$ cat src/rtl/scoreboard.sv
// Register scoreboard: per-register remaining-latency counters with a same-cycle hazard stall.
// Build option: define SCOREBOARD_FWD_EN to treat a source as ready one cycle before writeback.
module scoreboard #(
    parameter int NUM_REGS = 32,
    parameter int REG_BITS = 5,
    parameter int LAT_BITS = 3,
    parameter int CNT_BITS = 32
) (
    input  logic                clock,
    input  logic                reset,
    input  logic                issue_valid,
    input  logic [REG_BITS-1:0] issue_src_1,
    input  logic [REG_BITS-1:0] issue_src_2,
    input  logic                issue_uses_src_2,
    input  logic [REG_BITS-1:0] issue_dst,
    input  logic [LAT_BITS-1:0] issue_latency,
    input  logic                hold,
    input  logic                flush,
    output logic                hazard_stall,
    output logic [NUM_REGS-1:0] busy_vec,
    output logic [CNT_BITS-1:0] stall_cycles
);

    localparam int DEPTH = 2 ** REG_BITS;

`ifdef SCOREBOARD_FWD_EN
    localparam logic [LAT_BITS-1:0] READY_T = LAT_BITS'(1);
`else
    localparam logic [LAT_BITS-1:0] READY_T = '0;
`endif

    // Handshake: issue_valid is the request and hazard_stall the inverse of ready. The
    // instruction issues on a rising edge where issue_valid && !flush && !hold && !hazard_stall;
    // decode holds the instruction stable otherwise.
    logic [LAT_BITS-1:0] cnt [DEPTH];
    logic                src_1_busy;
    logic                src_2_busy;
    logic                waw;
    logic                accept;
    logic                do_mark;

    always_comb begin
        src_1_busy   = (issue_src_1 != '0) && (cnt[issue_src_1] > READY_T);
        src_2_busy   = (issue_src_2 != '0) && (cnt[issue_src_2] > READY_T);
        // A younger write must land strictly after any older write to the same register.
        waw          = (issue_latency != '0) && (issue_dst != '0) && (cnt[issue_dst] >= issue_latency);
        hazard_stall = issue_valid && !flush &&
                       (src_1_busy || (issue_uses_src_2 && src_2_busy) || waw);
        accept       = issue_valid && !flush && !hold && !hazard_stall;
        do_mark      = accept && (issue_latency != '0) && (issue_dst != '0);
    end

    always_ff @(posedge clock or posedge reset) begin
        if (reset) begin
            for (int r = 0; r < DEPTH; r++) begin
                cnt[r] <= '0;
            end
            stall_cycles <= '0;
        end else if (!hold) begin
            for (int r = 0; r < DEPTH; r++) begin
                // Register 0 and indices beyond NUM_REGS are never tracked.
                if (r == 0 || r >= NUM_REGS) begin
                    cnt[r] <= '0;
                end else if (do_mark && issue_dst == REG_BITS'(r)) begin
                    cnt[r] <= issue_latency;
                end else if (cnt[r] != '0) begin
                    cnt[r] <= cnt[r] - LAT_BITS'(1);
                end
            end
            if (hazard_stall && stall_cycles != '1) begin
                stall_cycles <= stall_cycles + CNT_BITS'(1);
            end
        end
    end

    always_comb begin
        busy_vec = '0;
        for (int r = 0; r < NUM_REGS; r++) begin
            busy_vec[r] = (cnt[r] != '0);
        end
    end

endmodule
$ cat config.mk
export PLATFORM = sky130hd
export DESIGN_NAME = scoreboard
export DESIGN_NICKNAME = d
export VERILOG_FILES = /design/src/rtl/scoreboard.sv
export SDC_FILE = /design/constraint.sdc
export NUM_CORES = 1
export LEC_CHECK = 0
export CAP_MARGIN = 20
export CORE_ASPECT_RATIO = 1.75
export CORE_MARGIN = 10
export CORE_UTILIZATION = 40
export CTS_CLUSTER_DIAMETER = 200
export CTS_CLUSTER_SIZE = 14
export DETAILED_ROUTE_END_ITERATION = 16
export DONT_BUFFER_PORTS = 1
export GPL_TIMING_DRIVEN = 0
export MAX_ROUTING_LAYER = met4
export SYNTH_ARGS = -nofsm -noshare
export SYNTH_HDL_FRONTEND = slang
export SYNTH_SLANG_ARGS = --single-unit
$ cat constraint.sdc
create_clock -name clock -period 7.38 [get_ports clock]
set_clock_uncertainty 0.15 [all_clocks]
set_input_delay 0.738 -clock clock [delete_from_list [all_inputs] [get_ports clock]]
set_output_delay 0.738 -clock clock [all_outputs]
set_load 0.03 [all_outputs]
==> results by group, run 1 <==
Floorplanning
  – Total core area: 26,590 um^2
  – Die H: 236.8 um
  – Starting Density: 0.4042
  – Cell Rows: 79
  – IO Pins: 89
  – Die X: 143.9 um
  – Full die area: 34,080 um^2

STA
  – Max Freq: 166.3 MHz
  – RSZ-0062 raised after global routing: false
  – Tmin final: 6.015 ns
  – Setup TNS: 0 ns
  – Measured slew at the worst slew-check pin: 1.026 ns
  – Worst setup slack after layout: 1.365 ns
  – Final setup violation count: 0
  – Tcrit/Tclk final: 0.8150
  – Slew HR: 0.3161
  – Final Hold Viols: 0
  – Max Slew Vio Count: 0

CTS
  – Clock Sinks: 125
  – CTS H-tree lvls: 4
  – CTS tree: built
  – Clock root cell: clkbuf_16
  – # resized after CTS: 0
  – Clk_lat worst skew: 0.45 ns
  – # hold bufs at CTS: 0
  – Clock transition at path regs: 0.05 ns
  – Post-CTS setup buffer count: 0
  – Clock Path Buffers: 2
  – CTS Buf Count: 17

Synthesis
  – Ys flop type: dfrtp_1
  – Leading area contributor after synthesis: dfrtp_1
  – Most numerous cell in the Yosys netlist: nand2b_1
  – Synth top cells by count: 126 x nand2b_1, 125 x dfrtp_1, 92 x a21oi_1, 74 x inv_1, 66 x ha_1
  – Synth Net Count: 1,205
  – Post-synthesis cell type count: 63
  – Cell Area, Synth: 10,750 um^2
  – Area contributors post-synth: dfrtp_1 29%, a221oi_2 8.4%, ha_1 7.7%
  – Flops & latches, synth: 125
  – Synth top area share: 0.2911
  – Synthesized area per cell: 9.638 um^2
  – EDFF count, synth: 0
  – YS warnings: 0
  – Register area share after synthesis: 0.2911
  – Post-Syn Instances: 1,115
  – Async set-reset flop share out of synthesis: 1.000

Pwr
  – Peak supply drop: 0.1681 mV
  – PwrDens: 312.0 nW/um^2
  – Leakage power: 4.797 nW

Layout
  – Synthesis-to-finish area growth: 9.804%
  – Multi-input gate area: 6807 um^2
  – FF/Latch Area: 3128 um^2
  – Final net count: 1,227
  – Fillers: 2,543
  – Fraction of layout cells with a size suffix above 1: 0.1852
  – # diodes: 0

Global routing
  – Number of global-route vias before repair: 9,322
  – Antenna violations before repair: 0
  – First-pass GRT wire length: 54,700 um
  – Grt total ovfl: 0
  – GRT Overall Usage: 0.2158
  – Largest net degree at the start of global routing: 75

Worst setup path
  – CP endpoint kind: primary output
  – Startpoint Class: primary input
  – Worst EP arrival: 5.13 ns
  – Worst-path fanout max: 10
  – Slowest-stage cell, CP: buf_1
  – Slowest stage delay, CP: 0.70 ns
  – Critical path, cell by cell: buf_2 -> buf_1 -> mux4_1 -> mux4_2 -> mux2i_1 -> ha_1 -> nand2b_1 -> a21o_1 -> a21o_1 -> a22o_1 -> nor4_4 -> buf_2 -> a311oi_1 -> buf_2
  – Most frequent CP cell: buf_2
  – WS Path Type: in2out
  – CP required: 6.49 ns

Place
  – Routability congestion estimate: 0.9833
  – DP Worst Slack: 1.275 ns
  – Port Buf Inserts: 0
  – Placed wire-length estimate: 27,110 um

Hold path
  – Worst min path class: in2async

Routing
  – Final wirelength: 35,670 um
  – DRT iter0 DRCs: 524
  – Post-route ant nets: 0
  – Routed length per placed instance: 24.20 um
  – DRT Pass-1 Iters: 5
  – Vias: 9,272
  – Residual DRC: 0
  – Via density per instance: 6.290

Status
  – Outcome: finished clean

Job
  – MaxCap Viol Count: 0
cells in the final DEF, fill, tap and decap left out, types with 13 or more instances in the layout:
cell type  netlist  layout
dfrtp_1        125     125
nor4_1          44      44
o21ai_0         13      13
and3_1          42      42
clkbuf_1        48      53
buf_4           30      30
a21oi_1         92      92
inv_1           74      73
nor2_1          19      19
nor3_1          26      26
nand2_1         18      18
xnor2_1         27      27
mux4_2          28      28
nand2b_1       126     126
nand4_1         14      14
clkbuf_16        0      17
nand3_1         21      21
nand3b_1        65      65
a221o_1         30      30
a221oi_2        60      60
or4b_2          31      31
ha_1            66      66
metrics by stage:
| stage | total power, mW | area, um^2 | util | hold WS (ns) | instances |
|---|---|---|---|---|---|
| after floorplan | 2.391 | 10750 | - | 0.3919 | 1115 |
| after global placement | 2.745 | 11150 | 0.4194 | 0.4275 | 1439 |
| after global routing | 3.931 | 11800 | 0.4438 | 0.08758 | 1474 |
| after CTS | 3.692 | 11790 | 0.4432 | 0.06870 | 1473 |
| final | 3.681 | 11800 | 0.4438 | 0.05965 | 1474 |
| after detailed placement | 2.797 | 11190 | 0.4208 | 0.4318 | 1441 |
final timing paths:
check	end	depth (start not counted)	startpoint	slack [ns]
setup reg to reg	cnt[2]$_DFFE_PP0P_	14	cnt[45]$_DFFE_PP0P_	3.01
max in group asynchronous	cnt[28]$_DFFE_PP0P_	2	reset	6.23
min in group clock	cnt[89]$_DFFE_PP0P_	1	cnt[89]$_DFFE_PP0P_	0.44
hold reg to reg	cnt[89]$_DFFE_PP0P_	1	cnt[89]$_DFFE_PP0P_	0.44
setup / recovery	hazard_stall	14	issue_dst[0]	1.37
hold / removal	stall_cycles[23]$_DFFE_PP0P_	1	reset	0.06
critical path, delay by kind of cell:
family,cells,cell delay (ns)
buffers and inverters,4,1.50
AND/OR/NAND/NOR,2,0.55
AO/OA/AOI/OAI,4,0.73
adder cells (fa/ha/maj),1,0.25
multiplexers,3,1.33
registers in the layout, indices dropped and copies added, names as in the netlist:
| name | cells |
|---|---|
| cnt | 93 |
| stall_cycles | 32 |
power breakdown:
part / leakage [nW] / internal, mW / switching [mW] / total, mW
Sequential: 1.44 / 0.915 / 0.344 / 1.26
Clock: 0.295 / 0.555 / 0.323 / 0.878
Combinational: 3.06 / 0.717 / 0.827 / 1.54
Total: 4.80 / 2.19 / 1.49 / 3.68
logic make-up after synthesis:
logic type | share of synthesized area
compound gates | 0.1952
mux | 0.06916
simple gates | 0.2665
buf+inv | 0.07556
flops | 0.2911
fa+ha+maj | 0.07684
xor+xnor | 0.02526
other cells | 0.0003489
layer usage:
layer,track usage,wire length [um],up-vias
li1,-,-,4252
met1,0.2121,12620,4618
met2,0.3707,18600,297
met3,0.06012,2597,105
met4,0.1233,1842,0
met5,-,0,-
cell type report:
| type | count | area share |
|---|---|---|
| Buffer | 99 | 0.04528 |
| Clock buffer | 25 | 0.04114 |
| Multi-Input combinational cell | 817 | 0.5768 |
| Timing Repair Buffer | 3 | 0.004029 |
| Sequential cell | 125 | 0.2651 |
| Inverter | 74 | 0.02396 |
| Clock inverter | 7 | 0.009331 |
| Tap cell | 324 | 0.03435 |
Note: power is estimated with default switching activity, not from simulation.
==> inputs of run 2 (changes only) <==
==> constraint.sdc (replaced) <==
create_clock -name clock -period 5.5 [get_ports clock]
set_clock_uncertainty 0.15 [all_clocks]
set_input_delay 0.55 -clock clock [delete_from_list [all_inputs] [get_ports clock]]
set_output_delay 0.55 -clock clock [all_outputs]
set_load 0.03 [all_outputs]
==> run 2 against run 1 <==
  * Flip-flop and latch count unchanged
  * Worst setup slack got worse by 1.2 ns
  * Non-clock buffer count unchanged
  * Final cell count unchanged
==> results by group, run 2 (same netlist as run 1, synthesis figures left out) <==
Floorplanning
  – IO Pins: 89 (unchanged)
  – Starting Density: 0.4042 (unchanged)
  – Full die area: 34,080 um^2 (unchanged)
  – Total core area: 26,590 um^2 (unchanged)
  – Die H: 236.8 um (unchanged)
  – Die X: 143.9 um (unchanged)
  – Cell Rows: 79 (unchanged)

CTS
  – Post-CTS setup buffer count: 0 (unchanged)
  – CTS H-tree lvls: 4 (unchanged)
  – Clock Path Buffers: 2 (unchanged)
  – Clock root cell: clkbuf_16 (unchanged)
  – Clock Sinks: 125 (unchanged)
  – Clock transition at path regs: 0.06 ns (was 0.05 ns)
  – CTS tree: built (unchanged)
  – CTS Buf Count: 17 (unchanged)
  – Clk_lat worst skew: 0.45 ns (about the same)

STA
  – Final setup violation count: 0 (unchanged)
  – Worst setup slack after layout: 0.1191 ns (was 1.365 ns)
  – Tmin final: 5.381 ns
  – Slew HR: 0.3133 (was 0.3161)
  – RSZ-0062 raised after global routing: false (unchanged)
  – Worst hold slack: 0.3804 ns (was 0.05965 ns)
  – Final Hold Viols: 0 (unchanged)
  – Tcrit/Tclk final: 0.9784
  – Setup TNS: 0 ns (unchanged)
  – Max Freq: 185.8 MHz
  – Measured slew at the worst slew-check pin: 1.030 ns (was 1.026 ns)
  – Max Slew Vio Count: 0 (unchanged)

Global routing
  – Largest net degree at the start of global routing: 75 (unchanged)
  – Grt total ovfl: 0 (unchanged)
  – Number of global-route vias before repair: 9,331 (was 9,322)
  – Antenna violations before repair: 0 (unchanged)
  – GRT Overall Usage: 0.2160 (was 0.2158)
  – First-pass GRT wire length: 54,760 um (was 54,700 um)

Routing
  – DRT Pass-1 Iters: 5 (unchanged)
  – Residual DRC: 0 (unchanged)
  – Via density per instance: 6.282 (was 6.290)
  – Routed length per placed instance: 24.19 um (was 24.20 um)
  – Vias: 9,260 (was 9,272)
  – Final wirelength: 35,660 um (was 35,670 um)
  – Post-route ant nets: 0 (unchanged)
  – DRT iter0 DRCs: 563 (was 524)

Worst setup path
  – CP endpoint kind: primary output (unchanged)
  – R2R Setup Slk: 1.11 ns (was 3.01 ns)
  – Slowest-stage cell, CP: buf_1 (unchanged)
  – Most frequent CP cell: buf_2 (unchanged)
  – CP top delay family: buffers and inverters (unchanged)
  – Sum of buffers and inverters on the critical path: 4 (unchanged)
  – Worst EP arrival: 4.68 ns (was 5.13 ns)
  – Worst-path fanout max: 10 (unchanged)
  – CP required: 4.80 ns (was 6.49 ns)
  – Startpoint Class: primary input (unchanged)
  – WS Path Type: in2out (unchanged)
  – R2r startpoint: cnt[45]$_DFFE_PP0P_ (unchanged)
  – Critical path, cell by cell: buf_2 -> buf_1 -> mux4_2 -> mux4_2 -> mux2_2 -> ha_1 -> a21o_1 -> a21o_1 -> a22o_1 -> nor4_4 -> buf_2 -> a311oi_1 -> buf_2 (was buf_2 -> buf_1 -> mux4_1 -> mux4_2 -> mux2i_1 -> ha_1 -> nand2b_1 -> a21o_1 -> a21o_1 -> a22o_1 -> nor4_4 -> buf_2 -> a311oi_1 -> buf_2)
  – Reg2Reg Depth: 14 (unchanged)
  – Slowest stage delay, CP: 0.67 ns (was 0.70 ns)
  – Worst R2R End: cnt[2]$_DFFE_PP0P_ (unchanged)

Hold path
  – Hold_sp: issue_latency[2]
  – WHS Endpoint: cnt[89]$_DFFE_PP0P_
  – Hold path depth: 3
  – Worst min path class: in2reg (was in2async)

Layout
  – Max FFs per register: 93 (unchanged)
  – Synthesis-to-finish area growth: 9.815% (was 9.804%)
  – Fraction of layout cells with a size suffix above 1: 0.1870 (was 0.1852)
  – Most frequent cells in the layout: 126 x nand2b_1, 125 x dfrtp_1, 92 x a21oi_1 (unchanged)
  – Fillers: 2,546 (was 2,543)
  – # diodes: 0 (unchanged)
  – Top Registers: cnt x93, stall_cycles x32 (unchanged)
  – Final net count: 1,227 (unchanged)
  – Layout Cells excl Fill: 1,474 (unchanged)
  – Commonest non-fill, non-tap cell in the layout: nand2b_1 (unchanged)
  – Most flops, register: cnt (unchanged)

Place
  – Port Buf Inserts: 0 (unchanged)
  – Dpl cells: 1,441 (unchanged)
  – Placed wire-length estimate: 27,110 um (unchanged)
  – DP Worst Slack: -0.2297 ns (was 1.275 ns)
  – Routability congestion estimate: 0.9833 (unchanged)

Status
  – Outcome: finished clean (unchanged)

Pwr
  – Peak supply drop: 0.2274 mV (was 0.1681 mV)
  – PwrDens: 418.7 nW/um^2 (was 312.0 nW/um^2)
  – Leakage power: 4.803 nW (was 4.797 nW)

Job
  – MaxCap Viol Count: 0 (unchanged)
==> run 2: what timing repair did <==
action / 4_1_cts / 5_1_grt
setup endpoints to repair: 1 / 1
hold buffers: 1 / 0
resized for setup: 4 / 7
hold endpoints to repair: 51 / 0
==> run 2: how the worst max path moves through the flow <==
stage / slack, ns / depth (start not counted) / endpoint / start
after global routing: 0.02 / 13 / hazard_stall / issue_dst[1]
final: 0.12 / 13 / hazard_stall / issue_dst[1]
after detailed placement: -0.23 / 16 / cnt[2]$_DFFE_PP0P_ / issue_dst[0]
after global placement: -0.40 / 1 / cnt[33]$_DFFE_PP0P_ / reset
after floorplan: 0.55 / 12 / hazard_stall / issue_dst[0]
after CTS: 0.06 / 14 / hazard_stall / issue_dst[0]
==> run 2: routing by layer <==
metal	global-route usage	share of wire	vias to the layer above
met5	-	0	-
met4	0.1233	0.052	0
li1	-	-	4255
met3	0.06012	0.067	101
met2	0.3714	0.52	298
met1	0.2121	0.36	4606
==> run 2: report_power, final <==
group / total [mW] / internal [mW] / switching (mW) / leakage [nW]
Sequential: 1.69 / 1.23 / 0.465 / 1.44
Clock: 1.18 / 0.745 / 0.433 / 0.295
Combinational: 2.07 / 0.962 / 1.11 / 3.06
Total: 4.94 / 2.93 / 2.01 / 4.80
==> run 2: tightest hold or removal path, stage by stage <==
cell,delay (ns)
inv_1,0.03
nor2_1,0.19
a221o_1,0.17
==> run 2: cell type report <==
| class | count | area (um^2) | share of cell area |
|---|---|---|---|
| Tap cell | 324 | 405.4 | 0.03435 |
| Timing Repair Buffer | 3 | 42.54 | 0.003605 |
| Sequential cell | 125 | 3128 | 0.2651 |
| Clock buffer | 25 | 485.5 | 0.04114 |
| Multi-Input combinational cell | 817 | 6807 | 0.5768 |
| Buffer | 99 | 540.5 | 0.04580 |
| Inverter | 74 | 282.8 | 0.02396 |
| Clock inverter | 7 | 110.1 | 0.009330 |
==> run 2: through the flow <==
| step | utilization | area (um^2) | power, mW |
|---|---|---|---|
| after floorplan | - | 10750 | 3.208 |
| after global placement | 0.4194 | 11150 | 3.684 |
| after detailed placement | 0.4208 | 11190 | 3.752 |
| after CTS | 0.4442 | 11810 | 4.956 |
| after global routing | 0.4438 | 11800 | 5.275 |
| final | 0.4438 | 11800 | 4.942 |
